`src/rtl/calc1_pkg.sv`:
```
// calc1_pkg: shared widths, command/response codes and slot states for the
// calc1 port scheduler and its ALU.
package calc1_pkg;

  localparam int DATA_W    = 32;
  localparam int CMD_W     = 4;
  localparam int RESP_W    = 2;
  localparam int NUM_PORTS = 4;

  localparam logic [CMD_W-1:0] CMD_NOP = 4'd0;
  localparam logic [CMD_W-1:0] CMD_ADD = 4'd1;
  localparam logic [CMD_W-1:0] CMD_SUB = 4'd2;
  localparam logic [CMD_W-1:0] CMD_SHL = 4'd5;
  localparam logic [CMD_W-1:0] CMD_SHR = 4'd6;

  localparam logic [RESP_W-1:0] RESP_NONE = 2'd0;
  localparam logic [RESP_W-1:0] RESP_OK   = 2'd1;
  localparam logic [RESP_W-1:0] RESP_ERR  = 2'd2;

  typedef enum logic [1:0] {
    SLOT_EMPTY = 2'd0,
    SLOT_OP1   = 2'd1,
    SLOT_READY = 2'd2
  } slot_state_t;

endpackage

```
`src/rtl/calc1_alu.sv`:
```
// calc1_alu: combinational add/sub/shift with error checks. The result is
// captured on the edge where a dispatch is valid and reads zero otherwise,
// so every response lasts exactly one cycle.
module calc1_alu
  import calc1_pkg::*;
(
  input  logic              clk,
  input  logic              reset,
  input  logic              valid,
  input  logic [CMD_W-1:0]  cmd,
  input  logic [DATA_W-1:0] op1,
  input  logic [DATA_W-1:0] op2,
  output logic [RESP_W-1:0] resp,
  output logic [DATA_W-1:0] data
);

  logic [DATA_W:0]   sum;
  logic [4:0]        shamt;
  logic [RESP_W-1:0] resp_next;
  logic [DATA_W-1:0] data_next;

  // Compute the response for the dispatched command; unknown commands are errors
  always_comb begin
    sum       = {1'b0, op1} + {1'b0, op2};
    shamt     = op2[4:0];
    resp_next = RESP_ERR;
    data_next = '0;
    case (cmd)
      CMD_ADD: begin
        if (!sum[DATA_W]) begin
          resp_next = RESP_OK;
          data_next = sum[DATA_W-1:0];
        end
      end
      CMD_SUB: begin
        if (op2 <= op1) begin
          resp_next = RESP_OK;
          data_next = op1 - op2;
        end
      end
      CMD_SHL: begin
        resp_next = RESP_OK;
        data_next = op1 << shamt;
      end
      CMD_SHR: begin
        resp_next = RESP_OK;
        data_next = op1 >> shamt;
      end
      default: begin
        resp_next = RESP_ERR;
        data_next = '0;
      end
    endcase
  end

  // Register the result only on a dispatch edge, otherwise return to idle
  always_ff @(posedge clk) begin
    if (!reset) begin
      resp <= RESP_NONE;
      data <= '0;
    end else if (valid) begin
      resp <= resp_next;
      data <= data_next;
    end else begin
      resp <= RESP_NONE;
      data <= '0;
    end
  end

endmodule

```
`src/rtl/calc1_port_scheduler.sv`:
```
// calc1_port_scheduler: four two-cycle request slots, a round-robin arbiter
// feeding one shared calc1_alu, and routing of each one-cycle response back
// to the port that issued it.
module calc1_port_scheduler
  import calc1_pkg::*;
(
  input  logic              c_clk,
  input  logic              reset,
  input  logic [CMD_W-1:0]  req1_cmd_in,
  input  logic [CMD_W-1:0]  req2_cmd_in,
  input  logic [CMD_W-1:0]  req3_cmd_in,
  input  logic [CMD_W-1:0]  req4_cmd_in,
  input  logic [DATA_W-1:0] req1_data_in,
  input  logic [DATA_W-1:0] req2_data_in,
  input  logic [DATA_W-1:0] req3_data_in,
  input  logic [DATA_W-1:0] req4_data_in,
  output logic [DATA_W-1:0] out_data1,
  output logic [DATA_W-1:0] out_data2,
  output logic [DATA_W-1:0] out_data3,
  output logic [DATA_W-1:0] out_data4,
  output logic [RESP_W-1:0] out_resp1,
  output logic [RESP_W-1:0] out_resp2,
  output logic [RESP_W-1:0] out_resp3,
  output logic [RESP_W-1:0] out_resp4
);

  logic [CMD_W-1:0]  cmd_in  [NUM_PORTS];
  logic [DATA_W-1:0] data_in [NUM_PORTS];

  slot_state_t       state_q [NUM_PORTS];
  slot_state_t       state_d [NUM_PORTS];
  logic [CMD_W-1:0]  cmd_q   [NUM_PORTS];
  logic [DATA_W-1:0] op1_q   [NUM_PORTS];
  logic [DATA_W-1:0] op2_q   [NUM_PORTS];

  logic [1:0]        ptr_q;
  logic [1:0]        port_q;
  logic              grant_valid;
  logic [1:0]        grant_idx;
  logic [1:0]        scan_idx;

  logic [RESP_W-1:0] alu_resp;
  logic [DATA_W-1:0] alu_data;

  assign cmd_in[0]  = req1_cmd_in;
  assign cmd_in[1]  = req2_cmd_in;
  assign cmd_in[2]  = req3_cmd_in;
  assign cmd_in[3]  = req4_cmd_in;
  assign data_in[0] = req1_data_in;
  assign data_in[1] = req2_data_in;
  assign data_in[2] = req3_data_in;
  assign data_in[3] = req4_data_in;

  // Slot state register; reset discards any captured or pending work
  always_ff @(posedge c_clk) begin
    for (int i = 0; i < NUM_PORTS; i++) begin
      if (!reset) state_q[i] <= SLOT_EMPTY;
      else        state_q[i] <= state_d[i];
    end
  end

  // Slot transitions; commands arriving while a slot is busy are simply ignored
  always_comb begin
    for (int i = 0; i < NUM_PORTS; i++) begin
      state_d[i] = state_q[i];
      case (state_q[i])
        SLOT_EMPTY: if (cmd_in[i] != CMD_NOP) state_d[i] = SLOT_OP1;
        SLOT_OP1:   state_d[i] = SLOT_READY;
        SLOT_READY: if (grant_valid && grant_idx == 2'(i)) state_d[i] = SLOT_EMPTY;
        default:    state_d[i] = SLOT_EMPTY;
      endcase
    end
  end

  // Capture command/op1 on acceptance and op2 one cycle later; otherwise hold
  always_ff @(posedge c_clk) begin
    for (int i = 0; i < NUM_PORTS; i++) begin
      if (state_q[i] == SLOT_EMPTY && cmd_in[i] != CMD_NOP) begin
        cmd_q[i] <= cmd_in[i];
        op1_q[i] <= data_in[i];
      end
      if (state_q[i] == SLOT_OP1) begin
        op2_q[i] <= data_in[i];
      end
    end
  end

  // Round-robin search for the first READY slot starting at the pointer
  always_comb begin
    grant_valid = 1'b0;
    grant_idx   = ptr_q;
    scan_idx    = ptr_q;
    for (int i = 0; i < NUM_PORTS; i++) begin
      scan_idx = ptr_q + 2'(i);
      if (!grant_valid && state_q[scan_idx] == SLOT_READY) begin
        grant_valid = 1'b1;
        grant_idx   = scan_idx;
      end
    end
  end

  // Advance the pointer past the winner and remember which port owns the result
  always_ff @(posedge c_clk) begin
    if (!reset) begin
      ptr_q  <= 2'd0;
      port_q <= 2'd0;
    end else if (grant_valid) begin
      ptr_q  <= grant_idx + 2'd1;
      port_q <= grant_idx;
    end
  end

  calc1_alu u_alu (
    .clk   (c_clk),
    .reset (reset),
    .valid (grant_valid),
    .cmd   (cmd_q[grant_idx]),
    .op1   (op1_q[grant_idx]),
    .op2   (op2_q[grant_idx]),
    .resp  (alu_resp),
    .data  (alu_data)
  );

  // Steer the registered result to its owning port; every other port reads zero
  always_comb begin
    out_data1 = '0;
    out_data2 = '0;
    out_data3 = '0;
    out_data4 = '0;
    out_resp1 = RESP_NONE;
    out_resp2 = RESP_NONE;
    out_resp3 = RESP_NONE;
    out_resp4 = RESP_NONE;
    case (port_q)
      2'd0: begin out_data1 = alu_data; out_resp1 = alu_resp; end
      2'd1: begin out_data2 = alu_data; out_resp2 = alu_resp; end
      2'd2: begin out_data3 = alu_data; out_resp3 = alu_resp; end
      default: begin out_data4 = alu_data; out_resp4 = alu_resp; end
    endcase
  end

endmodule
```
`config.mk`:
```
export PLATFORM = sky130hd
export DESIGN_NAME = calc1_port_scheduler
export DESIGN_NICKNAME = d
export VERILOG_FILES = /design/src/rtl/calc1_pkg.sv /design/src/rtl/calc1_alu.sv /design/src/rtl/calc1_port_scheduler.sv
export SDC_FILE = /design/constraint.sdc
export NUM_CORES = 1
export LEC_CHECK = 0
export CORE_UTILIZATION = 45
export DETAILED_ROUTE_END_ITERATION = 10
export PLACE_DENSITY_LB_ADDON = 0.08
export SYNTH_ARGS = -nofsm -noshare
export SYNTH_HDL_FRONTEND = slang
export SYNTH_HIERARCHICAL = 1
export SYNTH_SLANG_ARGS = --single-unit
```
`constraint.sdc`:
```
create_clock -name c_clk -period 8.04 [get_ports c_clk]
set_input_delay 1.608 -clock c_clk [delete_from_list [all_inputs] [get_ports c_clk]]
set_output_delay 1.608 -clock c_clk [all_outputs]
set_load 0.05 [all_outputs]
```
# Word level (Yosys, flattened, before mapping)
# Memory sizes are Yosys's and may differ from the RTL's. A register that Yosys moved wholly into a read port is not among the register bits.
# Cells that the tools add are included.
word_totals:
  reg_bits: 38
  ramBits: 280
  inputBits: 146
  output_inout_bits: 136
  n_memories: 4
op_classes:
  add_sub_neg: 6
  magnitude_cmp: 1
  eq_ne: 21
  n_shift: 2
  n_mux: 57
  n_bitwise: 4
  n_reduce_logical: 27
mem_list:
  columns: ["name", "depth", "width", "rd", "rd_clocked_by_memory_dff", "write_ports", "line_no", "text"]
  rows:
  - ["op1_q", 4, 32, 1, 0, 4, "calc1_port_scheduler.sv:33", "logic [DATA_W-1:0] op1_q [NUM_PORTS];"]
  - ["op2_q", 4, 32, 1, 0, 4, "calc1_port_scheduler.sv:34", "logic [DATA_W-1:0] op2_q [NUM_PORTS];"]
  - ["cmd_q", 4, 4, 1, 0, 4, "calc1_port_scheduler.sv:32", "logic [CMD_W-1:0] cmd_q [NUM_PORTS];"]
  - ["state_q", 4, 2, 8, 1, 4, "calc1_port_scheduler.sv:30", "slot_state_t state_q [NUM_PORTS];"]
ops:
  columns: ["operator", "count"]
  rows:
  - ["two-way mux 32 bit", 6]
  - ["case mux 32 bit (4 select lines)", 1]
  - ["two-way mux 2 bit", 23]
  - ["adder 32 x 32 -> 33 bit", 1]
  - ["less-or-equal comparator 32 bit", 1]
  - ["<< shifter 32 x 5 -> 32 bit", 1]
  - ["right shift 32 x 5 -> 32 bit", 1]
  - ["subtractor 32 bit", 1]
  - ["case mux 2 bit (3 select lines)", 5]
  - ["equality test 2 bit (second input constant)", 11]
  - ["two-way mux 1 bit", 22]
  - ["nonzero test 4 bit", 4]
  - ["equality test 2 x 1 -> 1 bit (second input constant)", 6]
  - ["logical NOT 2 bit", 6]
  - ["logical AND 1 bit", 11]
  - ["equality test 4 x 3 -> 1 bit (second input constant)", 2]
  - ["adder 2 x 1 -> 2 bit (second input constant)", 2]
  - ["adder 2 bit (second input constant)", 2]
  - ["equality test 4 x 1 -> 1 bit (second input constant)", 1]
  - ["equality test 4 x 2 -> 1 bit (second input constant)", 1]
  - ["OR 1 bit", 4]
  - ["logical NOT 1 bit", 3]
  - ["OR reduction 3 bit", 1]
  - ["AND reduction 2 bit", 1]
  - ["OR reduction 2 bit", 1]

# Logic depth before layout (Yosys ltp)
depth:
  depth_word: 16
  mapped_depth: 26

# By module
# Netlist, hierarchy kept.
by_module_without_submodules:
  columns: ["module", "n_inst", "cells_per_inst", "area_each_um2", "seq_area_each_um2"]
  rows:
  - ["calc1_port_scheduler", 1, 1555, 16457.0, 8448.1]
  - ["calc1_alu", 1, 1101, 8012.7, 680.7]

# Least setup slack after synthesis
# No wires, ideal clock.
synth_timing:
  path_kind: "register -> register"
  from: "memory state_q[0][0] (netlist bit)"
  to: "register u_alu.data[25]"
  arrival_time_ns: 5.332
  required_time_ns: 7.912
  path_slack_ns: 2.580
  path_stages_with_launch: 26
  synth_period_minus_slack_ns: 5.460
  path_cell_list: "dfxtp_1 -> nand2b_1 -> buf_6 -> mux4_2 -> and3_1 -> buf_6 -> buf_6 -> buf_6 -> a21oi_1 -> a311oi_1 -> mux2i_1 -> clkbuf_1 -> buf_2 -> inv_1 -> clkbuf_1 -> fa_1 -> nor2_1 -> o211ai_2 -> a2111oi_1 -> a211o_2 -> o31a_4 -> a32oi_4 -> and2_4 -> buf_6 -> a2111oi_0 -> nor2_1"
synth_lines:
  columns: ["item", "line_no", "text"]
  rows:
  - ["start: declaration", "calc1_port_scheduler.sv:30", null]
  - ["end signal: assignment", "calc1_alu.sv:63", "data <= data_next;"]
  - ["end: declaration", "calc1_alu.sv:14", "output logic [DATA_W-1:0] data"]

# Worst setup path in the final report
layout_timing:
  from: "register ptr_q[0]"
  to: "register u_alu.data[8]"
layout_via:
  elab_chain_cells: 15
  elab_cells_between_ends: 34
  classes_between: "add/sub (5); order compare (1); eq/ne (7); shift (2); mux (9); reduce/logical (6); memory (4)"
layout_rtl:
  columns: ["item", "line_no", "text"]
  rows:
  - ["start: declaration", "calc1_port_scheduler.sv:36", "logic [1:0] ptr_q;"]
  - ["start signal: assignment", "calc1_port_scheduler.sv:108", "ptr_q <= grant_idx + 2'd1;"]
  - ["adder 2 x 1 -> 2 bit", "calc1_port_scheduler.sv:94", "scan_idx = ptr_q + 2'(i);"]
  - ["memory read (4 x 2 bit)", null, null]
  - ["equality test 2 bit", "calc1_port_scheduler.sv:95", "if (!grant_valid && state_q[scan_idx] == SLOT_READY) begin"]
  - ["logical AND 1 bit", "calc1_port_scheduler.sv:95", null]
  - ["two-way mux 1 bit", "calc1_port_scheduler.sv:95", null]
  - ["logical NOT 1 bit", "calc1_port_scheduler.sv:95", null]
  - ["logical AND 1 bit", "calc1_port_scheduler.sv:95", null]
  - ["two-way mux 1 bit", "calc1_port_scheduler.sv:95", null]
  - ["logical NOT 1 bit", "calc1_port_scheduler.sv:95", null]
  - ["logical AND 1 bit", "calc1_port_scheduler.sv:95", null]
  - ["two-way mux 2 bit", "calc1_port_scheduler.sv:95", null]
  - ["memory read (4 x 32 bit), on equally long branches", null, null]
  - ["subtractor 32 bit, or another cell as far along", "calc1_alu.sv:38", "data_next = op1 - op2;"]
  - ["two-way mux 32 bit, on equally long branches", "calc1_alu.sv:36, calc1_alu.sv:30", null]
  - ["case mux 32 bit (4 select lines)", "calc1_alu.sv:28", "case (cmd)"]
# Several ways; a longest one is shown, not always the timed one.
# A chain may end at the register's enable or synchronous reset.

==> impl_metrics.ini <==
[die]
initial_utilization = 0.4547
die-area_mm2 = 0.05531
ios = 282
die_x_um = 235.2
coreArea_mm2 = 0.05381
rows = 85
dieHeight_um = 235.2

[worst_setup_path]
startpoint_type = flop
arrival_ps = 7410
timing.rr.start = ptr_q[0]
path_cells = inv_1 -> or4_1 -> and3_4 -> nand2_4 -> buf_4 -> buf_4 -> a311oi_1 -> mux2i_1 -> ha_1 -> nand4_1 -> o21ai_0 -> nor4b_1 -> o21a_1 -> buf_4 -> a32o_1 -> nor3_1 -> nor3_1
end_kind = flop
critPathKind = flop to flop
rrSetupSlack_ps = 1100
crit_family = simple AND/OR/NAND/NOR gates
crit_end = u_alu/data[8]
critPathMaxFanout = 46
crit_cells = 17
cp.buffers_inverters = 4
rr_worst_depth = 17
reg2reg_to = u_alu/data[8]
crit_slowest_cell = mux2i_1
cpPeakStageDelay_ps = 1080
cpMostUsedCell = buf_4
crit_required_ps = 8500
crit_path_start = ptr_q[0]

[worst_hold_path]
min_path_type = flop to flop

[global_route]
grt_overflow_total = 0
grt.total_usage = 0.3134
grt_pass1_wl_um = 133300
grt_max_degree = 273
grt_pass1_vias = 21000
antenna_found_initial = 0

[run]
cap_violations = 0

[sta]
period_needed_ps = 6945
worst_slew_pin_slew_ps = 1351
tns_ps = 0
clock_skew_ps = 11.03
max-slew-margin-rel = 0.07345
clock.fmax_mhz = 144.0
fin_crit_sh = 0.8638
final-hold-violation-count = 0
rsz0062_at_grt = no
slew_viol_final = 0
setup_viol = 0

[synthesis]
synth_most_common_cell = nand2b_1
synth_warnings = 6
synth_area_leaders = edfxtp_1 (33%), nand2b_1 (7.5%), a21oi_1 (5.0%)
yosys_register_bits = 320
yosysUniqueCellTypes = 86
ys.flop_type = edfxtp_1
syn_area_mm2 = 0.02447
syn_nets = 2873
synth_area_per_cell_um2 = 9.213
synthTopCellsByCount = nand2b_1 (294), edfxtp_1 (272), a21oi_1 (245)
synth_edf_count = 272
synth_top_area_frac = 0.3338
seq_area_frac_synth = 0.3731
synthArstFlopShare = 0
syn_inst = 2656
synth_top_area_cell = edfxtp_1

[run_status]
outcome = completed

[clocking]
cts_num_sinks = 320
clk_root_buffer_cell = clkbuf_16
htree_levels = 2
numCtsBuffers = 38
path_clk_slew_ps = 60
post-cts-setup-buffers = 0
clockBufferDepth = 3
cts_hold_buf = 0
postCtsResizedCells = 0
cts_tree = built
clock_latency_ps = 570

[finish]
nNetsFinal = 3044
drive_gt1_frac = 0.08511
n_fill_cell = 4765
antenna_cells = 0
area_delta_synth_final_pct = 18.95
seq_area_mm2 = 0.009133
multi_input_area_mm2 = 0.01409

[detailed_routing]
routed_wirelength_um = 88590
dr.pass1.iters = 5
via_per_inst = 6.327
drt_iter0_markers = 2295
wl_per_cell_um = 24.95
postRouteAntennaNets = 0
num_vias = 22470
drc_errors = 0

[placed_design]
port_buffers = 281
gp_congestion = 1.006
dp_hpwl_um = 64600
worst register-to-register path, stage by stage (launching register included):
cell	delay (ps)
dfxtp_1	570
inv_1	140
or4_1	610
and3_4	400
nand2_4	290
buf_4	380
buf_4	320
a311oi_1	120
mux2i_1	1080
ha_1	570
nand4_1	140
o21ai_0	410
nor4b_1	450
o21a_1	440
buf_4	330
a32o_1	260
nor3_1	70
nor3_1	240
worst min path at each step:
stage	from	endpoint	slack [ps]	depth (start not counted)
3_5_place_dp	state_q[0][0]	state_q[0][0]	500	1
4_1_cts	state_q[0][0]	state_q[0][0]	510	1
2_1_floorplan	state_q[0][0]	state_q[0][0]	430	1
6_report	state_q[0][0]	state_q[0][0]	510	1
3_3_place_gp	state_q[0][0]	state_q[0][0]	470	1
5_1_grt	state_q[2][0]	state_q[2][0]	540	1
cells by family (layout without fill, tap and decap cells):
family / count (synthesis) / after routing / synth area share
compound gates: 788 / 788 / 0.2218
xor+xnor: 19 / 19 / 0.006801
fa+ha+maj: 71 / 71 / 0.03692
buf+inv: 302 / 501 / 0.05717
flops: 320 / 320 / 0.3731
mux: 169 / 169 / 0.09224
simple gates: 987 / 987 / 0.2120
cell usage in the layout (no fill, tap or decap), types with 16 or more instances in the layout:
master	instances
a211oi_1	150
a21o_1	16
a21oi_1	245
a311oi_1	140
a31oi_1	17
and2_1	107
and3_1	52
buf_4	84
clkbuf_16	38
clkdlybuf4s50_1	281
dfxtp_1	47
edfxtp_1	272
ha_1	69
inv_1	60
mux2i_1	109
mux4_2	44
nand2_1	211
nand2b_1	294
nand3_1	28
nor2_1	164
nor2b_1	16
nor3_1	40
nor4_1	18
o211ai_1	19
o21ai_0	60
o22ai_1	30
xnor2_1	16
final cells by class:
cell class | count | share of cell area
Timing Repair Buffer | 369 | 0.1210
Multi-Input combinational cell | 2034 | 0.4842
Tap cell | 696 | 0.02992
Clock buffer | 48 | 0.03465
Clock inverter | 20 | 0.008167
Inverter | 64 | 0.008253
Sequential cell | 320 | 0.3137
per-stage QoR:
stage               setup WS (ps)  std cells  utilization  instance area, um2  hold slack [ps]
floorplan                    2580       2656            -               24470            431.0
global placement             1165       3483       0.5177               27860            473.6
detailed placement           1328       3483       0.5177               27860            497.0
CTS                          1299       3551       0.5409               29110            512.5
global route                720.2       3551       0.5409               29110            539.5
finish                       1095       3551       0.5409               29110            514.5
state kept, by name, indices dropped and copies added, names as in the netlist, named ones only:
name / count
op2_q: 128
state_q: 8
u_alu/data: 32
u_alu/resp: 2
port_q: 2
ptr_q: 2
cmd_q: 16
op1_q: 128
metal layers:
| layer | vias up | share of wire | global-route usage |
|---|---|---|---|
| met1 | 10980 | 0.44 | 0.4469 |
| met3 | 121 | 0.075 | 0.04174 |
| met4 | 0 | 0.024 | 0.08194 |
| met5 | - | 0 | 0 |
| met2 | 1064 | 0.46 | 0.5000 |
| li1 | 10300 | - | - |
Power is left out: the tool's default activity adds up to more than one toggle a clock period on the data nets, which glitch-free logic cannot reach.
